## src/rtl/serial_password_lock_n.sv

```systemverilog
// Serial password lock: per-digit compare against stored user and fixed admin codes, with lockdown and atomic change.
// All outputs registered; the result of the last digit shows one cycle after it is accepted. No backpressure: every strobe is consumed.
module serial_password_lock_n #(
  parameter int DIGIT_W    = 4,
  parameter int PWD_LEN    = 4,
  parameter int MAX_ERRORS = 3,
  parameter logic [PWD_LEN*DIGIT_W-1:0] ADMIN_PWD = 16'h0129,
  parameter logic [PWD_LEN*DIGIT_W-1:0] RESET_PWD = 16'h0000
) (
  input  logic                              CLK,
  input  logic                              RST,
  input  logic                              set_mode,
  input  logic                              digit_valid,
  input  logic [DIGIT_W-1:0]                digit,
  output logic                              unlock_light,
  output logic                              error_light,
  output logic                              warning_light,
  output logic [$clog2(MAX_ERRORS+1)-1:0]   err_count,
  output logic [2:0]                        dbg_state,
  output logic [$clog2(PWD_LEN)-1:0]        dbg_index
);

  localparam int PWD_W = PWD_LEN * DIGIT_W;
  localparam int IDX_W = $clog2(PWD_LEN);
  localparam int CNT_W = $clog2(MAX_ERRORS + 1);
  localparam logic [IDX_W-1:0] LAST_IDX = IDX_W'(PWD_LEN - 1);
  localparam logic [CNT_W-1:0] MAX_CNT  = CNT_W'(MAX_ERRORS);

  typedef enum logic [2:0] {
    S_IDLE     = 3'd0,
    S_ENTRY    = 3'd1,
    S_UNLOCKED = 3'd2,
    S_SET      = 3'd3,
    S_LOCKED   = 3'd4
  } stateT;

  stateT             state, stateNxt;
  logic [IDX_W-1:0]  index, indexNxt;
  logic [CNT_W-1:0]  errCnt, errCntNxt;
  logic              unlockLight, unlockNxt;
  logic              errorLight, errorNxt;
  logic              warnLight, warnNxt;
  logic [PWD_W-1:0]  storedPwd, storedPwdNxt;
  logic [PWD_W-1:0]  shadowPwd, shadowPwdNxt;
  logic              userOk, userOkNxt;
  logic              adminOk, adminOkNxt;

  logic [PWD_W-1:0]  shadowWr;
  logic              userMatch, adminMatch, userMatch0, adminMatch0;
  logic              userHit, adminHit, lockHit;
  logic              beginEntry;
  logic [CNT_W-1:0]  errCntInc;

  // Digit 0 is the most significant digit of a packed password.
  function automatic logic [DIGIT_W-1:0] digitAt(input logic [PWD_W-1:0] pwd,
                                                 input logic [IDX_W-1:0] idx);
    logic [DIGIT_W-1:0] d;
    d = '0;
    for (int i = 0; i < PWD_LEN; i++) begin
      if (idx == IDX_W'(i)) d = pwd[(PWD_LEN-i)*DIGIT_W-1 -: DIGIT_W];
    end
    return d;
  endfunction

  always_comb begin
    shadowWr = shadowPwd;
    for (int i = 0; i < PWD_LEN; i++) begin
      if (index == IDX_W'(i)) shadowWr[(PWD_LEN-i)*DIGIT_W-1 -: DIGIT_W] = digit;
    end
  end

  assign userMatch   = (digit == digitAt(storedPwd, index));
  assign adminMatch  = (digit == digitAt(ADMIN_PWD, index));
  assign userMatch0  = (digit == digitAt(storedPwd, '0));
  assign adminMatch0 = (digit == digitAt(ADMIN_PWD, '0));
  assign userHit     = userOk & userMatch;
  assign adminHit    = adminOk & adminMatch;
  // In lockdown the admin flag restarts on the first digit of each attempt.
  assign lockHit     = ((index == '0) | adminOk) & adminMatch;
  assign errCntInc   = (errCnt < MAX_CNT) ? errCnt + 1'b1 : MAX_CNT;

  always_comb begin
    stateNxt     = state;
    indexNxt     = index;
    errCntNxt    = errCnt;
    unlockNxt    = unlockLight;
    errorNxt     = errorLight;
    warnNxt      = warnLight;
    storedPwdNxt = storedPwd;
    shadowPwdNxt = shadowPwd;
    userOkNxt    = userOk;
    adminOkNxt   = adminOk;
    beginEntry   = 1'b0;

    case (state)
      S_IDLE: begin
        if (digit_valid && !set_mode) beginEntry = 1'b1;
      end

      S_ENTRY: begin
        if (digit_valid) begin
          userOkNxt  = userHit;
          adminOkNxt = adminHit;
          if (index != LAST_IDX) begin
            indexNxt = index + 1'b1;
          end else begin
            indexNxt = '0;
            if (userHit || adminHit) begin
              unlockNxt = 1'b1;
              errCntNxt = '0;
              stateNxt  = S_UNLOCKED;
            end else begin
              errorNxt  = 1'b1;
              errCntNxt = errCntInc;
              if (errCntInc == MAX_CNT) begin
                warnNxt  = 1'b1;
                stateNxt = S_LOCKED;
              end else begin
                stateNxt = S_IDLE;
              end
            end
          end
        end
      end

      S_UNLOCKED: begin
        if (set_mode) begin
          indexNxt     = '0;
          shadowPwdNxt = '0;
          stateNxt     = S_SET;
        end else if (digit_valid) begin
          beginEntry = 1'b1;
        end
      end

      S_SET: begin
        if (!set_mode) begin
          indexNxt     = '0;
          shadowPwdNxt = '0;
          stateNxt     = S_UNLOCKED;
        end else if (digit_valid) begin
          shadowPwdNxt = shadowWr;
          if (index != LAST_IDX) begin
            indexNxt = index + 1'b1;
          end else begin
            // Commit the full new code, including this last digit, in one edge.
            storedPwdNxt = shadowWr;
            shadowPwdNxt = '0;
            indexNxt     = '0;
            unlockNxt    = 1'b0;
            stateNxt     = S_IDLE;
          end
        end
      end

      S_LOCKED: begin
        if (digit_valid) begin
          adminOkNxt = lockHit;
          if (index == '0) errorNxt = 1'b0;
          if (index != LAST_IDX) begin
            indexNxt = index + 1'b1;
          end else begin
            indexNxt = '0;
            if (lockHit) begin
              warnNxt   = 1'b0;
              errCntNxt = '0;
              stateNxt  = S_IDLE;
            end else begin
              errCntNxt = MAX_CNT;
            end
          end
        end
      end

      default: begin
        stateNxt = S_IDLE;
        indexNxt = '0;
      end
    endcase

    if (beginEntry) begin
      unlockNxt  = 1'b0;
      errorNxt   = 1'b0;
      indexNxt   = IDX_W'(1);
      userOkNxt  = userMatch0;
      adminOkNxt = adminMatch0;
      stateNxt   = S_ENTRY;
    end
  end

  always_ff @(posedge CLK or posedge RST) begin
    if (RST) begin
      state       <= S_IDLE;
      index       <= '0;
      errCnt      <= '0;
      unlockLight <= 1'b0;
      errorLight  <= 1'b0;
      warnLight   <= 1'b0;
      storedPwd   <= RESET_PWD;
      shadowPwd   <= '0;
      userOk      <= 1'b0;
      adminOk     <= 1'b0;
    end else begin
      state       <= stateNxt;
      index       <= indexNxt;
      errCnt      <= errCntNxt;
      unlockLight <= unlockNxt;
      errorLight  <= errorNxt;
      warnLight   <= warnNxt;
      storedPwd   <= storedPwdNxt;
      shadowPwd   <= shadowPwdNxt;
      userOk      <= userOkNxt;
      adminOk     <= adminOkNxt;
    end
  end

  assign unlock_light  = unlockLight;
  assign error_light   = errorLight;
  assign warning_light = warnLight;
  assign err_count     = errCnt;
  assign dbg_state     = state;
  assign dbg_index     = index;

endmodule

```

## config.mk

```make
export PLATFORM = sky130hd
export DESIGN_NAME = serial_password_lock_n
export DESIGN_NICKNAME = d
export VERILOG_FILES = /design/src/rtl/serial_password_lock_n.sv
export SDC_FILE = /design/constraint.sdc
export NUM_CORES = 1
export LEC_CHECK = 0
export ABC_AREA = 1
export CORE_AREA = 3 3 89 91
export CTS_CLUSTER_DIAMETER = 30
export DETAILED_ROUTE_END_ITERATION = 8
export DIE_AREA = 0 0 92 94
export SYNTH_ARGS = -nofsm -noshare
export SYNTH_HDL_FRONTEND = slang
export SYNTH_SLANG_ARGS = --single-unit
```

## constraint.sdc

```tcl
create_clock -name CLK -period 4.31 [get_ports CLK]
set_input_delay 0.862 -clock CLK [delete_from_list [all_inputs] [get_ports CLK]]
set_output_delay 0.862 -clock CLK [all_outputs]
set_load 0.005 [all_outputs]
```

==> summary.md <==
| Metric | Value |
|---|---|
| Result of the run | complete, no violations |
| Post-layout nets | 360 |
| Switching power as a share of total power | 0.397 |
| Dominant cell type by area after synthesis | sky130_fd_sc_hd__dfrtp_1 |
| Critical Path Sink | error_light |
| Hold crit path type | reg2reg |
| Final core area utilization | 0.397 |
| Library cell used as clock root buffer | sky130_fd_sc_hd__clkbuf_8 |
| Most common cell after layout, fill and taps aside | sky130_fd_sc_hd__nand2_1 |
| Level count of the clock H-tree | 2 |
| Ant. Diodes | 0 |
| CTS Hold Bufs | 0 |
| Standby leakage power | 1.37 nW |
| # IOs | 18 |
| Final hold viol count | 0 |
| Slew Limit Headroom | 0.370 |
| Maximum achievable frequency | 405 MHz |
| First-pass GRT wire length | 10.4 mm |
| Maximum number of buffers from clock root to sink | 2 |
| Dominant cells by area after synthesis | sky130_fd_sc_hd__dfrtp_1 44%, sky130_fd_sc_hd__nand2_1 14%, sky130_fd_sc_hd__o21ai_0 7.0%, sky130_fd_sc_hd__inv_1 5.1%, sky130_fd_sc_hd__nor2_1 3.9% |
| Start of the worst register-to-register path | dbg_index[0] |
| Main combinational cell family by area after synthesis | simple AND/OR/NAND/NOR gates |
| Number of standard cells after synthesis | 333 |
| Core outline area | 0.00721 mm2 |
| Row count | 31 |
| Max cap viols | 0 |
| Setup TNS | 0 ns |
| Distinct cells, synth | 32 |
| Number of buffers inserted to repair setup after CTS | 0 |
| Die outline area | 0.00865 mm2 |
| DRC errors left | 0 |
| Wire per inst | 13.7 um |
| Fraction of power consumed by sequential logic | 0.351 |
| Xor/xnor share of the synthesized area | 0.0140 |
| Synth Area in Simple Gates | 0.267 |
| Most frequent cells in the layout | 93 x sky130_fd_sc_hd__nand2_1, 44 x sky130_fd_sc_hd__dfrtp_1, 35 x sky130_fd_sc_hd__o21ai_0, 33 x sky130_fd_sc_hd__inv_1, 26 x sky130_fd_sc_hd__nor2_1 |
| Power after layout | 1.40 mW |
| Fill cells | 791 |
| Area added between synthesis and finish | 14.2% |
| Initial core utilization | 0.348 |
| Final std cell area, no fill | 0.00286 mm2 |
| Top cell type's share of synthesized area | 0.439 |
| Beginning of the critical path | dbg_index[0] |
| Part of the power in combinational logic | 0.421 |
| Synth Area in Compound Gates | 0.170 |
| Count of warnings emitted by yosys | 0 |
| Total detailed-routing wirelength | 6.14 mm |
| Count of clock tree sinks | 44 |
| Setup Skew | 0.00877 ns |
| Remaining number of nets flagged by the antenna check after routing | 0 |
| Sum of overflow across all layers after global routing | 0 |
| Die outline height | 94 um |
| Async set-or-reset flop fraction in the synthesized netlist | 1.00 |
| Synthesized area per cell | 7.53 um2 |
| Slew @ Worst Pin | 0.945 ns |
| Mean number of vias per cell | 4.90 |
| Pwr/cell area | 487 mW/mm2 |
| Part of the total power dissipated in the clock network | 0.228 |
| Buffers added on ports | 17 |
| Critical path launch point type | register |
| Shortest clock period the worst path allows after layout | 2.47 ns |
| Layout cell share with drive strength beyond 1 | 0.100 |
| Clock-pin slew on the worst setup and hold paths | 0.08 ns |
| All-layer global routing usage | 0.151 |
| Post-route worst hold slack | 0.481 ns |
| Number of endpoints failing setup at the final stage | 0 |
| FF-to-FF End | error_light |
| Worst EP arrival | 2.66 ns |
| Routability congestion estimate from global placement | 0.872 |
| Endpoint kind of the worst setup timing path | register |
| Sequential element share of the synthesized area | 0.439 |
| Adder-cell area share of the yosys netlist | 0.0200 |
| Net count after synthesis | 345 |
| Worst IR Drop VDD | 170 uV |
| Post-place instance area | 0.00276 mm2 |
| Worst-skew pair later-pin latency | 0.30 ns |
| Synth Flop Type | sky130_fd_sc_hd__dfrtp_1 |
| Crit share post-route | 0.572 |
| Critical setup path kind | reg2reg |
| Number of max-slew violations in the final report | 0 |
| Switching power | 553 uW |
| Critical-path maximum fanout | 13 |
| Worst-case reg-to-reg path depth | 15 |
| Number of DRC markers after the initial detailed-route iteration | 176 |
| Total number of vias | 2197 |
| Number of optimization iterations in the first detailed-route pass | 5 |
| Flops & latches, synth | 44 |
| Synthesized cell area | 0.00251 mm2 |
| Startpoint of the lowest-slack hold path | shadowPwd[11] |
| Pin count of the biggest net entering global routing | 45 |
| Antenna violations before repair | 0 |
| Proportion of synthesized area in mux cells | 0.00399 |
| Clock tree from TritonCTS | done |
| Count of flip-flops with a built-in enable after synthesis | 0 |
| Internal power | 842 uW |
| Unrepaired setup endpoints after global routing | false |
| Width of the die | 92 um |
| Inserted Clock Buffers | 5 |
| Vias in the first global route | 2086 |
| Post-CTS Resized | 0 |
| Detailed placer's ending HPWL | 4.40 mm |
| Reg-to-reg setup timing slack | 1.84 ns |
| Data required time at the worst endpoint | 4.50 ns |
-- state kept, by name (all words and copies together), names as in the netlist --
register	cells
userOk	1
storedPwd	16
unlock_light	1
err_count	2
error_light	1
dbg_index	2
adminOk	1
dbg_state	3
warning_light	1
shadowPwd	16
-- how the worst min path moves through the flow --
stage,end,slack [ns],cells after the start
after floorplan,shadowPwd[10],0.45,2
after global placement,shadowPwd[8],0.46,2
after detailed placement,shadowPwd[6],0.47,2
after CTS,shadowPwd[6],0.48,2
after global routing,shadowPwd[15],0.50,2
final,shadowPwd[11],0.48,2
-- worst max-delay path, cell delays in order (launching register included) --
cell                       delay [ns]
sky130_fd_sc_hd__dfrtp_1         0.46
sky130_fd_sc_hd__inv_1           0.15
sky130_fd_sc_hd__ha_1            0.47
sky130_fd_sc_hd__inv_1           0.20
sky130_fd_sc_hd__nor2_1          0.13
sky130_fd_sc_hd__nor2_1          0.06
sky130_fd_sc_hd__nand2_1         0.10
sky130_fd_sc_hd__nand2_1         0.05
sky130_fd_sc_hd__nand2_1         0.05
sky130_fd_sc_hd__nand3_1         0.06
sky130_fd_sc_hd__nor2_1          0.12
sky130_fd_sc_hd__nand2_2         0.13
sky130_fd_sc_hd__nand2_1         0.12
sky130_fd_sc_hd__nand2_2         0.09
sky130_fd_sc_hd__nand3b_1        0.10
sky130_fd_sc_hd__nand2_1         0.06
-- logic make-up after synthesis --
family                     count (synthesis)
AOI/OAI and AO/OA                         72
xor gates and xnor gates                   4
adders and majority gates                  4
buffers and inverters                     52
DFF                                       44
muxes                                      1
and+or+nand+nor                          156
-- Yosys cell counts, drive strengths merged (4+ instances only) --
cell type and number:
o31ai 12, o21ai 36, nand2 100, ha 4, nand3 20, nor2 29, clkbuf 4, buf 7
dfrtp 44, a21oi 16, inv 41
-- power groups by stage --
stage	Clock (mW)	Sequential (mW)	Combinational (mW)
finish	0.318	0.490	0.587
global route	0.339	0.495	0.674
CTS	0.324	0.490	0.585
detailed placement	0	0.498	0.580
global placement	0	0.497	0.581
floorplan	0	0.492	0.418
-- cell type report --
| cell class | count | area (um2) | area share |
|---|---|---|---|
| tap | 99 | 124 | 0.0433 |
| inverter | 41 | 154 | 0.0538 |
| clock buffer | 6 | 72.6 | 0.0253 |
| timing repair buffer | 19 | 185 | 0.0647 |
| sequential | 44 | 1100 | 0.385 |
| clock inverter | 2 | 35.0 | 0.0122 |
| multi-input combinational | 237 | 1190 | 0.416 |
-- routing by layer --
metal	part of all wire	routed length (um)	global-route usage
met1	0.49	2990	0.203
met3	0.030	182	0.0272
met2	0.47	2900	0.246
met4	0.012	74	0.0483
met5	0	0	0
-- stage by stage --
stage	setup slack, ns	instances
finish	1.84	448
global route	1.61	448
CTS	1.84	448
detailed placement	1.60	440
global placement	1.57	440
floorplan	2.42	333
Note: power is estimated with default switching activity, not from simulation.
